### src/rtl/ctrl_pkg.sv
// ctrl_pkg: opcode, ALU-op and control-word definitions shared by the pipelined control unit
package ctrl_pkg;
  localparam logic [6:0] OP_ALU_R = 7'b0110011;
  localparam logic [6:0] OP_ALU_I = 7'b0010011;
  localparam logic [6:0] OP_LOAD = 7'b0000011;
  localparam logic [6:0] OP_STORE = 7'b0100011;
  localparam logic [6:0] OP_BRANCH = 7'b1100011;
  localparam logic [6:0] OP_JAL = 7'b1101111;
  localparam logic [6:0] FUNCT7_MULDIV = 7'b0000001;
  localparam logic [1:0] ALU_OP_ADD = 2'b00;
  localparam logic [1:0] ALU_OP_SUB = 2'b01;
  localparam logic [1:0] ALU_OP_FUNCT = 2'b10;
  localparam logic [1:0] ALU_OP_MUL = 2'b11;
  typedef struct packed {
    logic [1:0] alu_op;
    logic alu_src;
    logic branch;
    logic jump;
    logic mem_read;
    logic mem_write;
    logic mem_2_reg;
    logic reg_write;
    logic illegal;
  } ctrl_t;
  localparam ctrl_t CTRL_BUBBLE = '0;
endpackage

### src/rtl/ctrl_decode.sv
// ctrl_decode: combinational opcode/funct7 to control-word decoder; invalid slots decode as bubbles
module ctrl_decode import ctrl_pkg::*; (
  input  logic       instr_valid_i,
  input  logic [6:0] opcode_i,
  input  logic [6:0] funct7_i,
  output ctrl_t      ctrl_o
);
  always_comb begin
    ctrl_o = CTRL_BUBBLE;
    if (instr_valid_i)
      case (opcode_i)
        OP_ALU_R: begin
          ctrl_o.reg_write = 1'b1;
          ctrl_o.alu_op = funct7_i == FUNCT7_MULDIV ? ALU_OP_MUL : ALU_OP_FUNCT;
        end
        OP_ALU_I: begin
          ctrl_o.alu_src = 1'b1;
          ctrl_o.reg_write = 1'b1;
          ctrl_o.alu_op = ALU_OP_FUNCT;
        end
        OP_LOAD: begin
          ctrl_o.alu_src = 1'b1;
          ctrl_o.mem_read = 1'b1;
          ctrl_o.mem_2_reg = 1'b1;
          ctrl_o.reg_write = 1'b1;
          ctrl_o.alu_op = ALU_OP_ADD;
        end
        OP_STORE: begin
          ctrl_o.alu_src = 1'b1;
          ctrl_o.mem_write = 1'b1;
          ctrl_o.alu_op = ALU_OP_ADD;
        end
        OP_BRANCH: begin
          ctrl_o.branch = 1'b1;
          ctrl_o.alu_op = ALU_OP_SUB;
        end
        OP_JAL: begin
          ctrl_o.jump = 1'b1;
          ctrl_o.reg_write = 1'b1;
        end
        default: ctrl_o.illegal = 1'b1;
      endcase
  end
endmodule

### src/rtl/pipelined_control_unit.sv
// pipelined_control_unit: ID decode, control pipeline to WB, multi-cycle MUL stall and flush.
// Defining CTRL_LOAD_USE_EN adds a load-use interlock on rs1/rs2.
module pipelined_control_unit import ctrl_pkg::*; #(
  parameter int MUL_LATENCY = 3,
  parameter int RD_W = 5
) (
  input  logic            clk,
  input  logic            rst,
  input  logic            instr_valid,
  input  logic [6:0]      opcode,
  input  logic [6:0]      funct7,
  input  logic [RD_W-1:0] rs1,
  input  logic [RD_W-1:0] rs2,
  input  logic [RD_W-1:0] rd,
  input  logic            flush,
  output logic            id_stall,
  output logic [1:0]      ex_alu_op,
  output logic            ex_alu_src,
  output logic            ex_branch,
  output logic            ex_jump,
  output logic            ex_illegal,
  output logic [RD_W-1:0] ex_rd,
  output logic            mem_mem_read,
  output logic            mem_mem_write,
  output logic [RD_W-1:0] mem_rd,
  output logic            wb_reg_write,
  output logic            wb_mem_2_reg,
  output logic [RD_W-1:0] wb_rd
);
  typedef enum logic {IDLE, BUSY} state_t;
  localparam int CW = $clog2(MUL_LATENCY + 1);
  localparam logic MULTI = MUL_LATENCY > 1;
  state_t state_q, state_d;
  logic [CW-1:0] cnt_q, cnt_d;
  ctrl_t id_ctrl, ex_q, ex_d;
  logic [RD_W-1:0] ex_rd_q, ex_rd_d, mem_rd_q, wb_rd_q;
  logic mem_read_q, mem_write_q, mem_reg_write_q, mem_m2r_q;
  logic wb_reg_write_q, wb_m2r_q;
  logic busy, adv, start, lu;
  ctrl_decode u_dec (
    .instr_valid_i(instr_valid),
    .opcode_i(opcode),
    .funct7_i(funct7),
    .ctrl_o(id_ctrl)
  );
`ifdef CTRL_LOAD_USE_EN
  logic rs2_used;
  assign rs2_used = opcode inside {OP_ALU_R, OP_STORE, OP_BRANCH};
  assign lu = instr_valid & ~flush & ex_q.mem_read & (ex_rd_q != '0) &
              ((ex_rd_q == rs1) | (rs2_used & (ex_rd_q == rs2)));
`else
  logic unused_rs;
  assign unused_rs = ^{rs1, rs2};
  assign lu = 1'b0;
`endif
  assign busy = state_q == BUSY;
  assign adv = ~flush & ~busy;
  assign start = adv & ~lu & MULTI & (id_ctrl.alu_op == ALU_OP_MUL);
  assign id_stall = ~flush & (busy | lu);
  // A busy MUL holds EX; load-use inserts a bubble while ID retries
  always_comb begin
    ex_d = flush ? CTRL_BUBBLE : busy ? ex_q : lu ? CTRL_BUBBLE : id_ctrl;
    ex_rd_d = flush ? '0 : busy ? ex_rd_q : (lu | ~instr_valid) ? '0 : rd;
    state_d = flush ? IDLE : busy ? (cnt_q == CW'(1) ? IDLE : BUSY) : start ? BUSY : IDLE;
    cnt_d = flush ? '0 : busy ? cnt_q - 1'b1 : start ? CW'(MUL_LATENCY - 1) : '0;
  end
  always_ff @(posedge clk) begin
    if (rst) begin
      state_q <= IDLE;
      cnt_q <= '0;
      ex_q <= CTRL_BUBBLE;
      ex_rd_q <= '0;
      mem_read_q <= 1'b0;
      mem_write_q <= 1'b0;
      mem_reg_write_q <= 1'b0;
      mem_m2r_q <= 1'b0;
      mem_rd_q <= '0;
      wb_reg_write_q <= 1'b0;
      wb_m2r_q <= 1'b0;
      wb_rd_q <= '0;
    end else begin
      state_q <= state_d;
      cnt_q <= cnt_d;
      ex_q <= ex_d;
      ex_rd_q <= ex_rd_d;
      mem_read_q <= adv & ex_q.mem_read;
      mem_write_q <= adv & ex_q.mem_write;
      mem_reg_write_q <= adv & ex_q.reg_write;
      mem_m2r_q <= adv & ex_q.mem_2_reg;
      mem_rd_q <= adv ? ex_rd_q : '0;
      wb_reg_write_q <= mem_reg_write_q;
      wb_m2r_q <= mem_m2r_q;
      wb_rd_q <= mem_rd_q;
    end
  end
  assign ex_alu_op = ex_q.alu_op;
  assign ex_alu_src = ex_q.alu_src;
  assign ex_branch = ex_q.branch;
  assign ex_jump = ex_q.jump;
  assign ex_illegal = ex_q.illegal;
  assign ex_rd = ex_rd_q;
  assign mem_mem_read = mem_read_q;
  assign mem_mem_write = mem_write_q;
  assign mem_rd = mem_rd_q;
  assign wb_reg_write = wb_reg_write_q;
  assign wb_mem_2_reg = wb_m2r_q;
  assign wb_rd = wb_rd_q;
endmodule

### config.mk
export PLATFORM = sky130hd
export DESIGN_NAME = pipelined_control_unit
export DESIGN_NICKNAME = d
export VERILOG_FILES = /design/src/rtl/ctrl_pkg.sv /design/src/rtl/ctrl_decode.sv /design/src/rtl/pipelined_control_unit.sv
export SDC_FILE = /design/constraint.sdc
export NUM_CORES = 1
export LEC_CHECK = 0
export BUFFER_PORTS_ARGS = -buffer_cell sky130_fd_sc_hd__buf_2
export CORE_ASPECT_RATIO = 0.9
export CORE_MARGIN = 8
export CORE_UTILIZATION = 43
export CTS_CLUSTER_DIAMETER = 80
export DETAILED_ROUTE_END_ITERATION = 6
export PLACE_DENSITY = 0.75
export SETUP_SLACK_MARGIN = 0.4
export SLEW_MARGIN = 20
export SYNTH_ARGS = -nofsm -noshare
export SYNTH_HDL_FRONTEND = slang
export SYNTH_HIERARCHICAL = 1
export SYNTH_SLANG_ARGS = --single-unit
### constraint.sdc
create_clock -name clk -period 2 [get_ports clk]
set_input_delay 0.3 -clock clk [delete_from_list [all_inputs] [get_ports clk]]
set_output_delay 0.3 -clock clk [all_outputs]
set_load 0.02 [all_outputs]
==> metrics.md <==
| Metric | Value |
|---|---|
| FFs w/ async S/R, synth | `0%` |
| Share of cells above drive strength 1 | `~34%` |
| Cells after DPL | `210` |
| Critical path fanouts, max | `12` |
| Total Nets Final | `211` |
| Largest net degree at the start of global routing | `18` |
| Die H | `approximately 68 um` |
| Synth warn | `6` |
| Mux cell area share after synthesis | `7.86%` |
| Slew Limit Fails | `0` |
| Routed Antenna Nets | `0` |
| Die area | `0.00496 mm^2` |
| Antenna diodes | `0` |
| Fin cells | `218` |
| Final-layout fill cell count | `roughly 280` |
| Relative slew slack | `between 60% and 70%` |
| Endpoints failing setup | `0` |
| Seq/Total Area, Yosys | `between 50 and 60%` |
| Clock skew | `4.97 ps` |
| Post-Synth Simple-Gate Area | `around 28%` |
| GRT Residual Overflow | `0` |
| Root buf cell | `clkbuf_4` |
| H-Tree Depth | `2` |
| Port bufs | `48` |
| Worst-Margin Slew | `around 570 ps` |
| Critical Path RT | `~1700 ps` |
| Post-synth EDFFs | `0` |
| RSZ-0062 raised after global routing | `no` |
| Worst setup EP type | `output port` |
| Core ar. | `0.00279 mm^2` |
| Die width | `around 73 um` |
| Post-synth cell types | `25` |
| GR Util All Layers | `between 10% and 20%` |
| DRT Wirelength | `~2700 um` |
| Core Rows | `18` |
| Final instance area | `~0.0016 mm^2` |
| Synth Register Bits | `34` |
| Ys flop type | `dfxtp_1` |
| CTS tree | `done` |
| Post-Synth XOR/XNOR Area | `0%` |
| DR WL/cell | `around 13 um` |
| Post-synthesis instance area | `approximately 0.0013 mm^2` |
| Top cells by area, synth | `dfxtp_1, mux2i_1, and2_1` |
| Min Clock Period, post-route | `1410 ps` |
| F_max | `0.711 GHz` |
| GP Congestion | `around 0.80` |
| # DRC | `0` |
| Initial Utilization | `approximately 46%` |
| Initial antenna violation count | `0` |
| PwrDens | `between 700 and 800 mW/mm^2` |
| Synth top area share | `53.4%` |
| Min-delay worst type | `in -> reg` |
| Final worst path period share | `between 70% and 80%` |
| Synthesized area per cell | `roughly 10 um^2` |
| Net count after synthesis | `about 160` |
| Drt first-iter violations | `60` |
| Largest family of logic cells by synthesized area | `simple AND/OR/NAND/NOR gates` |
| I/O Pins | `a little under 60` |
| First-pass GRT wire length | `approximately 4400 um` |
| Synth Instances | `around 130` |
| Dominant cell type by area after synthesis | `dfxtp_1` |
| Area of the multi-input gates | `approximately 530 um^2` |
| First-pass DRT Iterations | `5` |
| Reg area | `roughly 680 um^2` |
| Fin. Hold Viols | `0` |
| Vias per cell | `approximately 4.7` |
| Run status | `completed` |
| CTS Buf Count | `5` |
| Synth Area in Adders | `less than 1%` |
| Pleak | `0.000687 uW` |
| Setup_tns | `0 ps` |
| HPWL Detailed | `around 2100 um` |
| Via count | `approximately 1,000` |
| Critical path class | `reg -> out` |
| CTS sink cnt | `34` |
| Layout area overhead | `24.2%` |
| Longest Clk Path Bufs | `2` |
| Placed Area | `0.00152 mm^2` |
| Compound-Gate Fraction of Synth Area | `under 10%` |
| Worst-path clk slew | `roughly 100 ps` |
| CP Launch Type | `flop` |
| Max Cap Viol | `0` |
| Worst-skew pair later-pin latency | `330 ps` |
| Vias in the first global route | `approximately 1,100` |
| Maximum VDD drop | `~420 uV` |
| WP data arrival | `roughly 1100 ps` |
[cell usage in the layout, fill, tap and decap left out, drive strengths merged]
cell type / netlist / routed
a21oi: 10 / 10
a2111oi: 1 / 1
dfxtp: 34 / 34
nand2b: 3 / 3
or2: 2 / 2
and2: 9 / 9
buf: 7 / 49
mux2i: 10 / 10
and2b: 3 / 3
nor2b: 5 / 5
ha: 1 / 1
nand3b: 7 / 7
nor4: 1 / 1
nor3: 4 / 4
or3: 1 / 1
nor3b: 2 / 2
nand2: 9 / 9
nor2: 14 / 14
clkbuf: 0 / 6
nand3: 1 / 1
clkinvlp: 0 / 1
nand4: 1 / 1
nor4b: 1 / 1
inv: 2 / 2
clkinv: 0 / 1
[stage by stage]
step           setup WS [ps]  util (%)  total power (uW)  hold slack, ps
5_1_grt                  469      56.6              1210             216
3_3_place_gp             550      54.3               770             419
2_1_floorplan            845         -               735             372
6_report                 593      56.6              1150             230
3_5_place_dp             490      54.3               773             421
4_1_cts                  455      56.6              1170             214
[power by group]
part	switching [uW]	internal [uW]	leakage (uW)
combinational	42.3	29.7	0.000378
clock	221	169	0.0000343
sequential	2.62	682	0.000275
[layer usage]
layer	vias to the layer above	wire, um	GRT usage [%]
met4	0	51	6.22
met5	-	0	0
met3	7	289	5.77
met1	455	1230	12.2
li1	524	-	-
met2	45	1160	19.0
[logic make-up (layout without fill, tap and decap cells)]
kind of cell	after synthesis	in the layout
adders and majority gates	1	1
buffers and inverters	9	59
and+or+nand+nor	63	63
muxes	10	10
DFF	34	34
AOI/OAI and AO/OA	11	11
[synthesized netlist by cell type (all sizes together) (2+ instances only)]
cell and instances:
or2 2, nand2 9, a21oi 10, nor2b 5, nor3b 2, inv 2, and2 9, nand3b 7
mux2i 10, and2b 3, dfxtp 34, nor2 14, nor3 4, nand2b 3, buf 7
[repair_timing]
item / 4_1_cts / 5_1_grt
hold buffers: 0 / 0
resized for setup: 0 / 1
setup endpoints to repair: 0 / 1
buffers inserted: 0 / 0
[critical path, stage by stage (launching register included)]
cell     delay (ps)
dfxtp_2         440
nor2b_1         170
buf_2           180
[final timing paths]
| path | cells after the start | endpoint | slack [ps] | from |
|---|---|---|---|---|
| max reg2reg | 3 | ex_q[2] | 900 | busy |
| max | 2 | id_stall | 590 | busy |
| min reg2reg | 1 | cnt_q[0] | 430 | cnt_q[0] |
| min | 3 | ex_rd[2] | 230 | rd[2] |
[cell type report]
| cell class | count | area share (%) |
|---|---|---|
| inverter | 2 | 0.475 |
| multi-input combinational | 85 | 33.5 |
| clock inverter | 2 | 0.791 |
| clock buffer | 6 | 3.24 |
| tap | 40 | 3.16 |
| timing repair buffer | 49 | 15.7 |
| sequential | 34 | 43.1 |
Power figures use the tool's default switching activity.
